### config.mk
export PLATFORM = sky130hd
export DESIGN_NAME = keyboard_voice_alloc
export DESIGN_NICKNAME = d
export VERILOG_FILES = /design/src/rtl/keyboard_voice_alloc.sv
export SDC_FILE = /design/constraint.sdc
export NUM_CORES = 1
export LEC_CHECK = 0
export CAP_MARGIN = 20
export CORE_MARGIN = 2
export CORE_UTILIZATION = 60
export DETAILED_ROUTE_END_ITERATION = 16
export GPL_ROUTABILITY_DRIVEN = 0
export PLACE_DENSITY = 0.94
export REMOVE_ABC_BUFFERS = 1
export SLEW_MARGIN = 15
export SYNTH_ARGS = -nofsm -noshare
export SYNTH_HDL_FRONTEND = slang
export SYNTH_SLANG_ARGS = --single-unit
### constraint.sdc
create_clock -name Clk -period 8.15 [get_ports Clk]
set_input_delay 0.815 -clock Clk [delete_from_list [all_inputs] [get_ports Clk]]
set_output_delay 0.815 -clock Clk [all_outputs]
set_load 0.01 [all_outputs]
### src/rtl/keyboard_voice_alloc.sv
// Polyphonic HID-report voice allocator: diffs each keyboard report against the held
// voices, releases missing keys, then assigns new table keys to free or stolen voices.
module keyboard_voice_alloc #(
  parameter int NUM_KEYS   = 6,
  parameter int NUM_VOICES = 4,
  parameter int NOTE_W     = 16
) (
  input  logic                         Clk,
  input  logic                         Reset_n,
  input  logic [8*NUM_KEYS-1:0]        keycode_in,
  input  logic                         report_valid,
  input  logic                         octave_up,
  input  logic                         octave_down,
  output logic [NOTE_W*NUM_VOICES-1:0] voice_note,
  output logic [NUM_VOICES-1:0]        voice_gate,
  output logic [8*NUM_VOICES-1:0]      voice_key,
  output logic signed [2:0]            octave,
  output logic                         busy
);
  localparam int VW = $clog2(NUM_VOICES);
  localparam int CW = $clog2(NUM_KEYS + NUM_VOICES);
  localparam logic [CW-1:0] LAST_V  = CW'(NUM_VOICES - 1);
  localparam logic [CW-1:0] LAST_K  = CW'(NUM_KEYS - 1);
  localparam logic [VW-1:0] LAST_VP = VW'(NUM_VOICES - 1);

  typedef enum logic [1:0] {IDLE, REL, PRS} state_t;

  state_t                                r_state, w_nxt;
  logic [CW-1:0]                         r_idx;
  logic [NUM_KEYS-1:0][7:0]              r_rep, r_pend;
  logic                                  r_pend_vld;
  logic [NUM_VOICES-1:0][7:0]            r_key;
  logic [NUM_VOICES-1:0][NOTE_W-1:0]     r_note;
  logic [NUM_VOICES-1:0]                 r_gate;
  logic signed [2:0]                     r_oct;
  logic [VW-1:0]                         r_steal;

  // {hit, base tone word}; unknown keycodes miss
  function automatic logic [10:0] tone_base(input logic [7:0] kc);
    case (kc)
      8'd53: tone_base = {1'b1, 10'h083};  8'd30: tone_base = {1'b1, 10'h08B};
      8'd31: tone_base = {1'b1, 10'h093};  8'd32: tone_base = {1'b1, 10'h09C};
      8'd33: tone_base = {1'b1, 10'h0A5};  8'd34: tone_base = {1'b1, 10'h0AF};
      8'd35: tone_base = {1'b1, 10'h0B9};  8'd36: tone_base = {1'b1, 10'h0C4};
      8'd37: tone_base = {1'b1, 10'h0D0};  8'd38: tone_base = {1'b1, 10'h0DC};
      8'd39: tone_base = {1'b1, 10'h0E9};  8'd45: tone_base = {1'b1, 10'h0F7};
      8'd43: tone_base = {1'b1, 10'h106};  8'd20: tone_base = {1'b1, 10'h115};
      8'd26: tone_base = {1'b1, 10'h126};  8'd8:  tone_base = {1'b1, 10'h137};
      8'd21: tone_base = {1'b1, 10'h14A};  8'd23: tone_base = {1'b1, 10'h15D};
      8'd28: tone_base = {1'b1, 10'h172};  8'd24: tone_base = {1'b1, 10'h188};
      8'd12: tone_base = {1'b1, 10'h19F};  8'd18: tone_base = {1'b1, 10'h1B8};
      8'd19: tone_base = {1'b1, 10'h1D2};  8'd47: tone_base = {1'b1, 10'h1EE};
      8'd57: tone_base = {1'b1, 10'h20B};  8'd4:  tone_base = {1'b1, 10'h22A};
      8'd22: tone_base = {1'b1, 10'h24B};  8'd7:  tone_base = {1'b1, 10'h26E};
      8'd9:  tone_base = {1'b1, 10'h293};  8'd10: tone_base = {1'b1, 10'h2BA};
      8'd11: tone_base = {1'b1, 10'h2E4};  8'd13: tone_base = {1'b1, 10'h310};
      8'd14: tone_base = {1'b1, 10'h33F};  8'd15: tone_base = {1'b1, 10'h370};
      8'd51: tone_base = {1'b1, 10'h3A4};  8'd52: tone_base = {1'b1, 10'h3DC};
      default: tone_base = '0;
    endcase
  endfunction

  logic                  w_err, w_in_rep, w_rel, w_held, w_free, w_alloc, w_hit;
  logic [7:0]            w_cur;
  logic [VW-1:0]         w_vsel, w_free_idx, w_tgt;
  logic [NOTE_W-1:0]     w_ext, w_tone;
  logic [10:0]           w_tb;

  assign w_vsel = r_idx[VW-1:0];

  always_comb begin
    w_err = 1'b0;
    for (int k = 0; k < NUM_KEYS; k++)
      if (keycode_in[8*k +: 8] == 8'h01) w_err = 1'b1;
    w_in_rep = 1'b0;
    for (int k = 0; k < NUM_KEYS; k++)
      if (r_rep[k] == r_key[w_vsel]) w_in_rep = 1'b1;
    w_rel = (r_key[w_vsel] != 8'h00) && !w_in_rep;
    w_cur = '0;
    for (int k = 0; k < NUM_KEYS; k++)
      if (r_idx == CW'(k)) w_cur = r_rep[k];
    w_held = 1'b0;
    for (int v = 0; v < NUM_VOICES; v++)
      if (r_key[v] == w_cur) w_held = 1'b1;
    w_free     = 1'b0;
    w_free_idx = '0;
    for (int v = NUM_VOICES - 1; v >= 0; v--)
      if (r_key[v] == 8'h00) begin
        w_free     = 1'b1;
        w_free_idx = VW'(v);
      end
    w_tgt   = w_free ? w_free_idx : r_steal;
    w_tb    = tone_base(w_cur);
    w_hit   = w_tb[10];
    w_alloc = (w_cur != 8'h00) && w_hit && !w_held;
    w_ext   = NOTE_W'(w_tb[9:0]);
    case (r_oct)
      3'sd1:   w_tone = w_ext << 1;
      3'sd2:   w_tone = w_ext << 2;
      -3'sd1:  w_tone = w_ext >> 1;
      -3'sd2:  w_tone = w_ext >> 2;
      default: w_tone = w_ext;
    endcase
  end

  always_comb begin
    w_nxt = r_state;
    case (r_state)
      IDLE:    if ((report_valid && !w_err) || r_pend_vld) w_nxt = REL;
      REL:     if (r_idx == LAST_V) w_nxt = PRS;
      PRS:     if (r_idx == LAST_K) w_nxt = IDLE;
      default: w_nxt = IDLE;
    endcase
  end

  always_ff @(posedge Clk) begin
    if (!Reset_n) r_state <= IDLE;
    else          r_state <= w_nxt;
  end

  always_ff @(posedge Clk) begin
    if (!Reset_n) begin
      r_idx <= '0; r_rep <= '0; r_pend <= '0; r_pend_vld <= 1'b0;
      r_key <= '0; r_note <= '0; r_gate <= '0; r_oct <= '0; r_steal <= '0;
    end else begin
      if (octave_up && !octave_down && r_oct != 3'sd2)        r_oct <= r_oct + 3'sd1;
      else if (octave_down && !octave_up && r_oct != -3'sd2)  r_oct <= r_oct - 3'sd1;
      // reports arriving mid-scan park here; only the newest survives
      if (r_state != IDLE && report_valid && !w_err) begin
        r_pend     <= keycode_in;
        r_pend_vld <= 1'b1;
      end
      case (r_state)
        IDLE: begin
          r_idx <= '0;
          if (report_valid && !w_err) begin
            r_rep      <= keycode_in;
            r_pend_vld <= 1'b0;
          end else if (r_pend_vld) begin
            r_rep      <= r_pend;
            r_pend_vld <= 1'b0;
          end
        end
        REL: begin
          r_idx <= (r_idx == LAST_V) ? '0 : r_idx + 1'b1;
          if (w_rel) begin
            r_gate[w_vsel] <= 1'b0;
            r_key[w_vsel]  <= '0;
          end
        end
        PRS: begin
          r_idx <= (r_idx == LAST_K) ? '0 : r_idx + 1'b1;
          if (w_alloc) begin
            r_key[w_tgt]  <= w_cur;
            r_note[w_tgt] <= w_tone;
            r_gate[w_tgt] <= 1'b1;
            if (!w_free) r_steal <= (r_steal == LAST_VP) ? '0 : r_steal + 1'b1;
          end
        end
        default: r_idx <= '0;
      endcase
    end
  end

  assign voice_note = r_note;
  assign voice_gate = r_gate;
  assign voice_key  = r_key;
  assign octave     = r_oct;
  assign busy       = (r_state != IDLE);
endmodule

* Yosys cells after proc, flatten, opt, wreduce, memory -nomap -nowiden *
Memories as Yosys holds them, arrays and structs flattened.
Cells that the tools add are included.

storage, ports and cells
  register bits after elaboration = 208
  ROM bits = 704
  input bits = 53
  output and inout bits = 104
  logic and storage cells = 181
  memories = 1

memory list
  memory            depth  width  read ports  clocked after Yosys merged registers in  wr ports  line  RTL
  (name not given)  64     11     1           0                                        0         40    case (kc)

cells by class
  add/sub/neg operators = 4
  magnitude comparators = 4
  eq/ne operators = 35
  muxes and demuxes = 69
  bitwise gates (word level) = 6
  reductions and logical operators = 36

operators by type and width
  kind                count
  $mux 48             2
  $eq 8x8->1          10
  $mux 8              9
  $bwmux 64           1
  $mux 32             2
  $pmux 32 s2         1
  $eq 8x1->1 const B  6
  $pmux 12 s4         1
  $and 32x32->32      1
  $bwmux 32           1
  $demux 16 s2        1
  $demux 8 s2         2
  $logic_not 8->1     4
  $not 32->32         1
  $mux 1              26
  $mux 2              9
  $bmux 8 s2          1
  $mux 16             1
  $mux 4              4
  $pmux 4 s2          2
  $reduce_bool 8->1   2
  $logic_and 1x1->1   12
  $mux 11             1
  $ne 2x2->1 const B  5
  other kinds (30)    49

* Longest topological paths before layout *
Gate-level depths: netlist of run 1.

  depth in word-level cells = 16
  mapped depth = 21
  gate-level depth less buffers = 17

* Worst setup path after synthesis of run 1 *
Ideal clock, no wire load.

  path type = reg-to-reg
  start point = register r_idx[0]
  end point = register r_note, in the netlist voice_note[23]
  setup time = 0.072 ns
  data arrival time = 4.093 ns
  data required time = 8.078 ns
  path slack = 3.986 ns
  stages on the path, launching flop included = 20
  path buffers = 4
  clock period less this slack = 4.164 ns
  cells stage by stage = dfxtp_1 -> buf_4 -> inv_1 -> ha_1 -> or2b_1 -> o221a_2 -> a21o_1 -> nand2_1 -> inv_2 -> clkbuf_1 -> ha_1 -> inv_1 -> nor3_1 -> a22oi_1 -> o211ai_1 -> nand4b_2 -> buf_6 -> nor2_2 -> buf_2 -> mux2i_1

between the ends
  cells in the longest elaborated chain, start to end = 15
  elaborated cells between the ends (all ways) = 30
  classes of those cells = eq/ne: 9; mux: 13; reduce/logical: 7; memory: 1

ends and longest elaborated chain
  element                                                                line  RTL
  start: declaration                                                     29    logic [CW-1:0] r_idx;
  start signal: assignment                                               145   r_idx <= (r_idx == LAST_V) ? '0 : r_idx + 1'b1;
  start signal: assignment                                               152   r_idx <= (r_idx == LAST_K) ? '0 : r_idx + 1'b1;
  $logic_not 4->1                                                        81    if (r_idx == CW'(k)) w_cur = r_rep[k];
  $mux 8 (5 in series)                                                   81
  $mux 8 (*)                                                             81
  parallel branches: the longest is 8 deep, another holds $mem_v2 64x11  n/a
  end signal: indexed assignment                                         155   r_note[w_tgt] <= w_tone;
  end: declaration                                                       33    logic [NUM_VOICES-1:0][NOTE_W-1:0] r_note;

Mark *: on every way between the ends.
A chain may end at the register's enable or synchronous reset.

* Worst setup path in the final report of run 1 *
  start point = register r_idx[0]
  end point = register r_note, in the netlist voice_note[6]

The elaborated chain is that of the path after synthesis.

==> results.json, run 1 <==
{
  "netlist_area_um2": 11200,
  "grt_pass1_wl_um": 54100,
  "stdcell_count": 1666,
  "path_class": "reg -> reg",
  "insertion_delay_ps": 460,
  "ys_warn_count": 0,
  "path_cells": "ha_1 -> a221o_1 -> a21o_1 -> nand2_1 -> inv_2 -> ha_1 -> inv_1 -> nor3_1 -> a22oi_1 -> o211ai_1 -> nand4b_2 -> nor2_2 -> o21ai_0 -> a21oi_1",
  "hold_end": "r_pend[25]",
  "dp_cells": 1634,
  "cts_post_setup_buffers_inserted": 0,
  "antenna_found_initial": 0,
  "hpwl_um": 23000,
  "dr.first_iter.drc_count": 1799,
  "worst_ep_required_time_ps": 8520,
  "grt_pass1_vias": 10491,
  "skew_ps": 16.8,
  "worst_pin_slew_ps": 1050,
  "endpoint_kind": "register",
  "min_path_type": "reg -> reg",
  "start_util": 0.607,
  "ys_async_sr_fraction": 0,
  "drv_cap": 0,
  "synth_cells": 1354,
  "ctsHoldBuffers": 0,
  "syn2layout_area_growth_pct": 16.6,
  "routedWlPerCell_um": 20.8,
  "grt_max_degree": 94,
  "row_count": 50,
  "cts_tree": "done",
  "clock-root-buffer": "clkbuf_16",
  "fin_crit_ps": 6040,
  "cts_buffers": 17,
  "io-pin-count": 157,
  "reg2reg_to": "voice_note[6]",
  "finalNetCount": 1483,
  "status": "finished clean",
  "final_layout_size_suffix_gt1_frac": 0.0768,
  "crit_arrival_ps": 6410,
  "synth-main-ff-cell": "dfxtp_1",
  "die_w_um": 141,
  "place_ws_ps": 2420,
  "antenna_cells": 0,
  "first_pass_iters": 7,
  "ys_ff_latch": 192,
  "max_stage_delay_ps": 820,
  "min_path_cells": 2,
  "start_kind": "register",
  "ant_nets": 0,
  "hold_viol_final": 0,
  "powerDensity_nw_per_um2": 262,
  "cts_resized": 0,
  "die_h_um": 141,
  "via_count": 11398,
  "die_area_um2": 19800,
  "htree_levels": 4,
  "fmax_mhz": 165,
  "clock_sinks": 192,
  "drv_slew": 0,
  "leakage_nw": 4.51,
  "synth_cell_type_count": 102,
  "globalRouteOverflowTotal": 0,
  "route.detailed.drc": 0,
  "rsz0062_at_grt": "no",
  "report.power.total_mw": 3.44,
  "cpMostUsedCell": "ha_1",
  "irDropWorstVdd_mv": 0.230,
  "synth_edf_count": 0,
  "clk_pin_slew_ps": 80,
  "slew_headroom": 0.302,
  "setup_viol": 0,
  "setup_ws_ps": 2110,
  "clockBufferDepth": 2,
  "reg2reg_slack_ps": 2110,
  "reg2reg_depth": 14,
  "grtUsageTotal": 0.338,
  "r2r-start": "r_idx[0]",
  "post-route-period-util": 0.742,
  "portBuffers": 140,
  "syn_area_per_cell_um2": 8.30,
  "viasPerCell": 6.84,
  "ys_seq_area_frac": 0.342,
  "cp_max_fo": 25,
  "slowest_stage": "ha_1",
  "hold_start": "r_pend[25]",
  "core_um2": 18500,
  "drt_wl_total_um": 34700
}
-- cells in the final DEF, fill, tap and decap left out, drive strengths merged, types with 8 or more instances in the layout --
master and n:
a211oi 65, a21oi 115, a22oi 8, a32o 12
and2 10, buf 11, clkbuf 21, clkdlybuf4s50 139
conb 16, dfxtp 192, ha 10, inv 32
mux2i 66, mux4 8, nand2 182, nand3 29
nand4 19, nor2 105, nor2b 12, nor3 25
nor4 22, o211ai 9, o21ai 72, o22ai 16
o2bb2ai 9, o32ai 11, or2 10, xnor2 66
xor2 10
-- worst max-delay path: cells and delay by family, from the launching register on --
family          cells  cell delay [ps]
buf+inv             2              560
flops               1              740
compound gates      6             1420
simple gates        4             2090
fa+ha+maj           2             1130
-- power by group --
| part | total [mW] | switching (mW) | internal, mW |
|---|---|---|---|
| registers | 1.18 | 0.130 | 1.05 |
| logic | 1.35 | 0.855 | 0.491 |
| clock network | 0.913 | 0.396 | 0.517 |
| total | 3.44 | 1.38 | 2.06 |
-- area by class of cell --
cell class / instances / area, um^2
clock inverters: 11 / 168
flip-flops and latches: 192 / 3840
inverters: 28 / 106
fillers: 1298 / 5420
repair buffers: 150 / 1470
multi-input cells: 1030 / 6750
well taps: 234 / 293
clock buffers: 21 / 470
-- routing by layer --
layer | part of all wire | wire, um | up-vias | global-route usage
met5 | 0 | 0 | - | 0
met4 | 0.057 | 1960 | 0 | 0.183
met3 | 0.10 | 3590 | 219 | 0.0761
met2 | 0.46 | 16000 | 848 | 0.541
met1 | 0.38 | 13200 | 5289 | 0.425
li1 | - | - | 5042 | -
-- worst max path at each step --
| stage | start | end |
|---|---|---|
| 3_5_place_dp | r_idx[0] | voice_note[34] |
| 5_1_grt | r_idx[0] | voice_note[54] |
| 3_3_place_gp | r_idx[0] | voice_note[38] |
| 4_1_cts | r_idx[0] | voice_note[6] |
| 6_report | r_idx[0] | voice_note[6] |
| 2_1_floorplan | keycode_in[0] | r_rep[0] |
-- cell usage after synthesis, drive strengths merged, types with 6 or more instances --
cell type  instances  area, um^2
xnor2             66         578
a31oi              6        43.8
xor2              10        87.6
o211ai             9        67.6
o2bb2ai            9        78.8
a21oi            115         591
inv               27         101
dfxtp            192        3840
or3                6        42.5
nor2b             12        85.1
a32o              12         120
or2               10        67.6
nor3              25         135
nand2            182         693
and2              10        66.3
o31ai              6        45.0
nand3             29         145
mux2i             66         661
o21a               6        45.0
nor4              22         150
nand4             19         119
nand2b             6        37.5
a211oi            65         518
o21ai             72         360
o32ai             11         115
a22oi              8        83.8
o22ai             16         106
ha                10         125
clkbuf            53         199
buf               66         418
mux4               8         180
nor4b              6        58.8
nor2             105         419
-- through the flow --
| stage | hold slack (ps) | area (um^2) | utilization | setup TNS [ps] |
|---|---|---|---|---|
| 4_1_cts | 452 | 13100 | 0.707 | 0 |
| 6_report | 455 | 13100 | 0.707 | 0 |
| 3_3_place_gp | 437 | 12500 | 0.673 | 0 |
| 5_1_grt | 470 | 13100 | 0.707 | 0 |
| 2_1_floorplan | 436 | 10700 | - | -119270 |
| 3_5_place_dp | 443 | 12500 | 0.673 | 0 |
-- kinds of logic (layout without fill, tap and decap cells) --
kind of cell	after synthesis	after routing	synth area share
other	1	16	0.000334
buffers and inverters	147	210	0.0643
flip-flops	192	192	0.342
AND/OR/NAND/NOR	454	454	0.198
multiplexers	74	74	0.0748
XOR/XNOR	76	76	0.0593
AO/OA/AOI/OAI	399	399	0.248
adder cells (fa/ha/maj)	11	11	0.0129
-- state kept, by name, indices dropped and copies added, names as in the netlist --
register,cells
r_pend,48
r_rep,48
voice_note,48
voice_key,32
r_idx,4
voice_gate,4
octave,3
r_state,2
r_steal,2
r_pend_vld,1
No activity file was read; power rests on OpenSTA's default activity.
==> run 2, diff against run 1 <==
- CORE_UTILIZATION: 60 -> 56
- PLACE_DENSITY: 0.94 -> 0.89
- clock period: 8.15 -> 5.94 ns (I/O delays scaled with it)
==> results.json, run 2 (synthesized netlist as in run 1, its figures left out) <==
{
  "globalRouteOverflowTotal": 0,
  "rsz0062_at_grt": "no",
  "fmax_mhz": 178,
  "htree_levels": 4,
  "start_util": 0.573,
  "leakage_nw": 4.49,
  "max_stage_delay_ps": 680,
  "path_class": "reg -> reg",
  "portBuffers": 140,
  "die_area_um2": 21200,
  "start_kind": "register",
  "first_pass_iters": 7,
  "ant_nets": 0,
  "clock_sinks": 192,
  "viasPerCell": 6.59,
  "core_um2": 19600,
  "post-route-period-util": 0.948,
  "reg2reg_to": "voice_note[41]",
  "antenna_cells": 0,
  "worst_ep_required_time_ps": 6290,
  "clk_pin_slew_ps": 80,
  "irDropWorstVdd_mv": 0.302,
  "cts_tree": "done",
  "syn2layout_area_growth_pct": 16.7,
  "crit_end": "voice_note[41]",
  "ctsHoldBuffers": 0,
  "drv_cap": 0,
  "final_common_cell": "dfxtp_1",
  "report.power.total_mw": 4.59,
  "die_h_um": 146,
  "reg2reg_depth": 14,
  "die_w_um": 146,
  "cts_resized": 0,
  "worst-path-stages": 14,
  "cts_buffers": 17,
  "path_cells": "ha_1 -> or2b_1 -> o221ai_1 -> o22a_1 -> nor2_4 -> ha_1 -> inv_1 -> nor3_1 -> a22oi_1 -> o211ai_1 -> nand4b_2 -> nand2b_1 -> nor2b_1 -> a211oi_1",
  "cpMostUsedCell": "ha_1",
  "grt_pass1_wl_um": 54800,
  "grtUsageTotal": 0.313,
  "setup_viol": 0,
  "status": "finished clean",
  "path_delay_family": "simple AND/OR/NAND/NOR gates",
  "grt_max_degree": 99,
  "place_area_um2": 12500,
  "powerDensity_nw_per_um2": 350,
  "io-pin-count": 157,
  "dr.first_iter.drc_count": 1722,
  "drv_slew": 0,
  "r2r-start": "r_idx[1]",
  "critPathBufInv": 1,
  "fin_util": 0.669,
  "startpoint": "r_idx[1]",
  "hpwl_um": 23800,
  "slew_headroom": 0.339,
  "route.detailed.drc": 0,
  "grt_pass1_vias": 10508,
  "final_cell_mix": "192 x dfxtp_1, 179 x nand2_1, 139 x clkdlybuf4s50_1",
  "stdcell_area_um2": 13100,
  "skew_ps": 19.8,
  "via_count": 11210,
  "cp_max_fo": 18,
  "hold_viol_final": 0,
  "worst_pin_slew_ps": 992,
  "slowest_stage": "nand2b_1",
  "row_count": 51,
  "final_layout_size_suffix_gt1_frac": 0.0800,
  "reg2reg_slack_ps": 310,
  "antenna_found_initial": 0,
  "fillerInstances": 1526,
  "endpoint_kind": "register",
  "fin_crit_ps": 5630,
  "insertion_delay_ps": 450,
  "cts_post_setup_buffers_inserted": 0,
  "min_path_type": "reg -> reg",
  "clock-root-buffer": "clkbuf_16",
  "crit_arrival_ps": 5980,
  "drt_wl_total_um": 34000,
  "routedWlPerCell_um": 20.0,
  "clockBufferDepth": 2,
  "finalNetCount": 1488,
  "whs_ps": 456
}
[run 2: cell types whose count changed in the layout (fill, tap and decap cells not counted), moves of 3 or more]
cell / previous run / this run
buf_4: 10 / 15
bufinv_16: 3 / 0
clkbuf_8: 3 / 0
inv_8: 0 / 3
clkinvlp_4: 0 / 3
inv_6: 6 / 3
[run 2: worst min-delay path by stage]
stage / start / to / slack, ps / cells past startpoint
after global routing: r_pend[34] / r_pend[34] / 470 / 2
after floorplan: r_pend[0] / r_pend[0] / 440 / 2
final: r_pend[24] / r_pend[24] / 460 / 2
after detailed placement: r_pend[10] / r_pend[10] / 450 / 2
after global placement: voice_gate[3] / voice_gate[3] / 440 / 2
after CTS: r_pend[45] / r_pend[45] / 460 / 2
[run 2: worst register-to-register path, stage by stage (launching register included)]
cell and delay (ps):
dfxtp_1 650, ha_1 640, or2b_1 220, o221ai_1 170, o22a_1 320, nor2_4 480
ha_1 350, inv_1 140, nor3_1 520, a22oi_1 170, o211ai_1 220, nand4b_2 410
nand2b_1 680, nor2b_1 330, a211oi_1 240
[run 2: routing by layer]
metal / vias to the layer above / global-route usage / part of all wire
met5: - / 0 / 0
met4: 0 / 0.147 / 0.045
met3: 176 / 0.0602 / 0.10
met2: 809 / 0.504 / 0.46
met1: 5185 / 0.407 / 0.39
li1: 5040 / - / -
[run 2: layout make-up]
type / count / area, um^2 / share of cell area
timing repair buffer: 155 / 1510 / 0.115
tap: 265 / 332 / 0.0253
multi-input combinational: 1030 / 6750 / 0.514
sequential: 192 / 3840 / 0.293
clock inverter: 14 / 145 / 0.0111
inverter: 28 / 108 / 0.00821
clock buffer: 18 / 429 / 0.0327
[run 2: through the flow]
stage / cells / setup slack, ps / setup TNS (ps)
after CTS: 1702 / 526 / 0
final: 1702 / 308 / 0
after detailed placement: 1670 / 635 / 0
after global routing: 1702 / 94.7 / 0
after floorplan: 1250 / -3780 / -312120
after global placement: 1670 / 973 / 0
[run 2: power breakdown]
part,internal [mW],switching (mW),leakage [nW]
Combinational,0.680,1.17,2.66
Clock,0.559,0.571,0.272
Sequential,1.44,0.172,1.56
